`src/rtl/serial_framer_pkg.sv`:
```
// Shared widths, FSM state type and bit-placement helper for serial_framer.
// PARITY_CHECK_EN adds the PAR state used for the trailing odd-parity bit.
package serial_framer_pkg;

    localparam int unsigned WORD_W = 9;
    localparam int unsigned IDX_W  = 4;

`ifdef PARITY_CHECK_EN
    typedef enum logic [1:0] {IDLE, SHIFT, PAR} state_e;
`else
    typedef enum logic [0:0] {IDLE, SHIFT} state_e;
`endif

    // Word position of the frame bit with arrival index idx.
    function automatic logic [IDX_W-1:0] bit_pos(input logic [IDX_W-1:0] idx,
                                                 input logic             lsb_first);
        return lsb_first ? idx : IDX_W'(WORD_W - 1) - idx;
    endfunction

endpackage

```
`src/rtl/serial_framer.sv`:
```
// Serial-to-parallel framer: sof-delimited 9-bit frames into a held output word.
// Optional feature macro PARITY_CHECK_EN: frames carry a trailing odd-parity bit.
module serial_framer
    import serial_framer_pkg::*;
#(
    parameter int LSB_FIRST = 1
) (
    input  logic              clk,
    input  logic              rst_n,
    input  logic              bit_in,
    input  logic              bit_valid,
    input  logic              sof,
    input  logic              word_ready,
    input  logic              ovf_clr,
    output logic [WORD_W-1:0] word,
    output logic              word_valid,
    output logic              busy,
    output logic              overflow,
    output logic              frame_err
);

    localparam logic LSB = (LSB_FIRST != 0);

    state_e            state_q, state_d;
    logic [WORD_W-1:0] shreg_q, shreg_d;
    logic [WORD_W-1:0] word_q, word_d;
    logic [IDX_W-1:0]  idx_q, idx_d;
    logic              word_valid_q, word_valid_d;
    logic              overflow_q, overflow_d;
    logic              restart, capture, last_bit, complete, load, drop;
    logic [WORD_W-1:0] frame_w;
`ifdef PARITY_CHECK_EN
    logic              par_bit, par_ok;
    logic              frame_err_q, frame_err_d;
`endif

    always_ff @(posedge clk or negedge rst_n) begin
        if (!rst_n) begin
            state_q <= IDLE;
        end else begin
            state_q <= state_d;
        end
    end

    // sof with bit_valid always restarts, whatever the current state.
    always_comb begin
        restart  = bit_valid && sof;
        capture  = bit_valid && !sof && (state_q == SHIFT);
        last_bit = capture && (idx_q == IDX_W'(WORD_W - 1));
`ifdef PARITY_CHECK_EN
        par_bit  = bit_valid && !sof && (state_q == PAR);
`endif
    end

    always_comb begin
        state_d = state_q;
        if (restart) begin
            state_d = SHIFT;
        end else begin
            case (state_q)
                SHIFT: begin
                    if (last_bit) begin
`ifdef PARITY_CHECK_EN
                        state_d = PAR;
`else
                        state_d = IDLE;
`endif
                    end
                end
`ifdef PARITY_CHECK_EN
                PAR: begin
                    if (par_bit) state_d = IDLE;
                end
`endif
                default: state_d = state_q;
            endcase
        end
    end

    always_comb begin
        shreg_d = shreg_q;
        idx_d   = idx_q;
        if (restart) begin
            shreg_d = '0;
            shreg_d[bit_pos('0, LSB)] = bit_in;
            idx_d = IDX_W'(1);
        end else if (capture) begin
            shreg_d[bit_pos(idx_q, LSB)] = bit_in;
            idx_d = last_bit ? '0 : idx_q + IDX_W'(1);
        end
`ifdef PARITY_CHECK_EN
        par_ok      = ^{shreg_q, bit_in};
        complete    = par_bit && par_ok;
        frame_w     = shreg_q;
        frame_err_d = par_bit && !par_ok;
`else
        complete    = last_bit;
        frame_w     = shreg_d;
`endif
    end

    // A completed frame replaces the word only if the slot is free or being popped.
    always_comb begin
        load = complete && (!word_valid_q || word_ready);
        drop = complete && word_valid_q && !word_ready;
        word_d = load ? frame_w : word_q;
        if (load) begin
            word_valid_d = 1'b1;
        end else if (word_ready) begin
            word_valid_d = 1'b0;
        end else begin
            word_valid_d = word_valid_q;
        end
        if (drop) begin
            overflow_d = 1'b1;
        end else if (ovf_clr) begin
            overflow_d = 1'b0;
        end else begin
            overflow_d = overflow_q;
        end
    end

    always_ff @(posedge clk or negedge rst_n) begin
        if (!rst_n) begin
            shreg_q      <= '0;
            idx_q        <= '0;
            word_q       <= '0;
            word_valid_q <= 1'b0;
            overflow_q   <= 1'b0;
`ifdef PARITY_CHECK_EN
            frame_err_q  <= 1'b0;
`endif
        end else begin
            shreg_q      <= shreg_d;
            idx_q        <= idx_d;
            word_q       <= word_d;
            word_valid_q <= word_valid_d;
            overflow_q   <= overflow_d;
`ifdef PARITY_CHECK_EN
            frame_err_q  <= frame_err_d;
`endif
        end
    end

    always_comb begin
        busy       = (state_q != IDLE);
        word       = word_q;
        word_valid = word_valid_q;
        overflow   = overflow_q;
`ifdef PARITY_CHECK_EN
        frame_err  = frame_err_q;
`else
        frame_err  = 1'b0;
`endif
    end

endmodule

```
`config.mk`:
```
export PLATFORM = sky130hd
export DESIGN_NAME = serial_framer
export DESIGN_NICKNAME = d
export VERILOG_FILES = /design/src/rtl/serial_framer_pkg.sv /design/src/rtl/serial_framer.sv
export SDC_FILE = /design/constraint.sdc
export NUM_CORES = 1
export LEC_CHECK = 0
export BUFFER_PORTS_ARGS = -buffer_cell sky130_fd_sc_hd__buf_2
export CELL_PAD_IN_SITES_DETAIL_PLACEMENT = 0
export CELL_PAD_IN_SITES_GLOBAL_PLACEMENT = 1
export CORE_ASPECT_RATIO = 1.2
export CORE_MARGIN = 1.5
export CORE_UTILIZATION = 44
export CTS_BUF_LIST = sky130_fd_sc_hd__clkbuf_4
export CTS_CLUSTER_DIAMETER = 50
export DETAILED_ROUTE_END_ITERATION = 7
export PLACE_DENSITY = 0.77
export REMOVE_ABC_BUFFERS = 1
export SLEW_MARGIN = 40
export SYNTH_ARGS = -nofsm -noshare
export SYNTH_HDL_FRONTEND = slang
export SYNTH_SLANG_ARGS = --single-unit
```
`constraint.sdc`:
```
create_clock -name clk -period 1.7 [get_ports clk]
set_input_delay 0.085 -clock clk [delete_from_list [all_inputs] [get_ports clk]]
set_output_delay 0.085 -clock clk [all_outputs]
set_load 0.1 [all_outputs]
```
==> results.json <==
{
  "yosys_warn_count": 0,
  "power_switching_share_pct": 36.6,
  "post-cts-setup-buffers": 0,
  "ys_seq_elements": 24,
  "setup_viol_count_final": 0,
  "clockRootBuffer": "sky130_fd_sc_hd__clkbuf_4",
  "synth_area_mm2": 0.00117,
  "grt_pass1_vias": 794,
  "cts_sinks": 24,
  "crit_required_ns": 1.90,
  "cts.clk_slew.worst_paths_ns": 0.13,
  "place.gp.congestion": 0.771,
  "critPathMaxStageDelay_ns": 0.53,
  "sequential_cell_area_um2": 601,
  "ant_nets": 0,
  "fill_cells": 251,
  "max_slew.worst_pin.slew_ns": 0.540,
  "area_delta_synth_final_pct": 13.5,
  "post_route_cells_drive_above_1_share_pct": 25.8,
  "htreeDepth": 1,
  "avgRoutedWirePerCell_um": 13.8,
  "clock_path_buffers": 2,
  "reg2reg_depth": 4,
  "post_dp_cell_area_mm2": 0.00127,
  "final_std_cell_area_no_fill_mm2": 0.00132,
  "num-nets-final": 144,
  "clock_insertion_delay_worst_skew_ns": 0.31,
  "dr.pass1.iters": 4,
  "antenna_violations_before_repair": 0,
  "total_grt_usage_pct": 17.8,
  "vdd_drop_max_v": 0.000502,
  "min_delay_path_depth": 3,
  "cts_tree": "yes",
  "share_comb_of_total_power_pct": 30.4,
  "antenna-diode-count": 0,
  "power_report.internal_total_mw": 0.851,
  "initial_core_utilization_pct": 46.1,
  "timing_hold_violations_final": 0,
  "clockPowerShare_pct": 18.7,
  "final_core_utilization_pct": 52.4,
  "post_route_wl_um": 2270,
  "synthArstFlopShare_pct": 100,
  "layout.cells.most_common_list": "24 x sky130_fd_sc_hd__dfrtp_1, 18 x sky130_fd_sc_hd__buf_2, 13 x sky130_fd_sc_hd__nand2_1",
  "placeable_core_region_mm2": 0.00253,
  "synth.distinct_cells": 29,
  "part_of_the_total_power_dissipated_in_sequential_elements_pct": 50.9,
  "cts_buffers": 3,
  "critical_path_peak_fanout": 9,
  "global_route.overflow_total": 0,
  "grt_start_max_net_pins": 25,
  "placementRows": 20,
  "avgSynthCellArea_um2": 10.5,
  "grt_first_pass_wirelength_um": 3910,
  "end_kind": "register",
  "switchingPower_mw": 0.492,
  "max_freq_mhz": 653,
  "detailedPlacementHpwl_um": 1630,
  "final.hold.worst_slack_ns": 0.0724,
  "critical-path-slowest-cell": "sky130_fd_sc_hd__dfrtp_1",
  "worst-endpoint-arrival_ns": 1.73,
  "max_slew_margin_pct": 64.0,
  "crit_path_cells": "nor3b_2, a21oi_1, a31oi_1, o22ai_1",
  "number_of_max_cap_violations": 0,
  "dr_total_vias": 866,
  "detail_route.iter0.violations": 12,
  "design.die.area_mm2": 0.00297,
  "ys_dominant_reg_cell": "sky130_fd_sc_hd__dfrtp_1",
  "synth_edf_count": 0,
  "status": "finished clean",
  "cp-start-kind": "register",
  "drt-vias-per-instance": 5.25,
  "power_density_mw_per_mm2": 1010,
  "cellLeakagePower_nw": 0.634,
  "die_width_um": 50.0,
  "drv_slew": 0,
  "die_height_um": 59.4,
  "setup_repair_after_global_routing_missed_its_margin": "false",
  "synthCells": 111,
  "finClkSkew_ns": 0.000711,
  "final_min_period_over_clock_period_pct": 90.1,
  "combined_area_of_the_multi_input_logic_cells_um2": 500,
  "mostFrequentLayoutCell": "sky130_fd_sc_hd__dfrtp_1",
  "synth-seq-area-share_pct": 51.5,
  "crit_type": "register to register",
  "p_total_mw": 1.34,
  "post-route-drc-count": 0,
  "timing.hold.worst.class": "input port to register",
  "top_level_ports": 20,
  "port_buffers": 18,
  "final_period_minus_worst_setup_slack_ns": 1.53,
  "ff2ff_setup_slack_ns": 0.17
}
power by group through the flow:
stage | sequential [mW] | clock [mW] | combinational, mW
6_report | 0.684 | 0.252 | 0.408
3_5_place_dp | 0.696 | 0 | 0.398
4_1_cts | 0.684 | 0.265 | 0.404
2_1_floorplan | 0.767 | 0 | 0.229
3_3_place_gp | 0.693 | 0 | 0.392
5_1_grt | 0.693 | 0.278 | 0.453
metal layers:
metal / routed length [um] / track usage, %
met5: 0 / 0
met4: 19 / 7.94
met3: 64 / 3.03
met2: 1070 / 27.6
met1: 1120 / 24.5
cell families (layout without fill, tap and decap cells):
| logic type | Yosys count | after routing | synth area share, % |
|---|---|---|---|
| compound gates | 39 | 39 | 21.4 |
| fa+ha+maj | 4 | 4 | 4.29 |
| buf+inv | 13 | 34 | 5.90 |
| flops | 24 | 24 | 51.5 |
| mux | 1 | 1 | 0.966 |
| other cells | 1 | 1 | 0.322 |
| simple gates | 29 | 29 | 15.7 |
synth_stat cells, drive strengths merged (2+ instances only):
cell type,n,area [um^2]
inv,8,30.0
and2,2,12.5
nand2b,3,18.8
ha,4,50.1
o21ai,10,50.1
a21bo,4,40.0
nand3,7,35.0
nand2,13,48.8
a21oi,9,45.0
buf,5,38.8
dfrtp,24,601
a21o,2,15.0
a31oi,3,18.8
o22ai,6,37.5
metrics by stage:
stage                     setup TNS (ns)  setup WS [ns]  instances
after floorplan                    -5.19         -0.320        106
after global placement                 0          0.179        159
after detailed placement               0          0.128        159
after CTS                              0          0.109        165
after global routing                   0         0.0217        165
final                                  0          0.169        165
area by class of cell:
type                    count  area share (%)
flip-flops and latches     24            45.4
multi-input cells          74            37.8
repair buffers             22            9.45
well taps                  33            3.12
inverters                   8            2.27
clock buffers               3            1.70
clock inverters             1           0.284
critical path, delay by kind of cell, from the launching register on:
family / cells / cell delay [ns]
compound gates: 3 / 0.45
flops: 1 / 0.53
simple gates: 1 / 0.44
state kept, by name, indices dropped and copies added, names as in the netlist:
register / flops
word: 9
shreg_q: 8
idx_q: 4
busy: 1
overflow: 1
word_valid: 1
timing repair:
action | in CTS | in global routing
hold buffers | 2 | 0
endpoints found under the hold margin | 25 | 0
gates resized for setup | 0 | 2
endpoints found under the setup margin | 0 | 5
final timing paths:
kind | start | end
min in group asynchronous | rst_n | word[8]$_DFFE_PN0P_
max reg2reg | busy$_DFF_PN0_ | shreg_q[2]$_DFF_PN0_
max in group asynchronous | rst_n | word[2]$_DFFE_PN0P_
min reg2reg | word[8]$_DFFE_PN0P_ | word[8]$_DFFE_PN0P_
min | bit_in | shreg_q[6]$_DFF_PN0_
max | busy$_DFF_PN0_ | shreg_q[2]$_DFF_PN0_
Note: power is estimated with default switching activity, not from simulation.
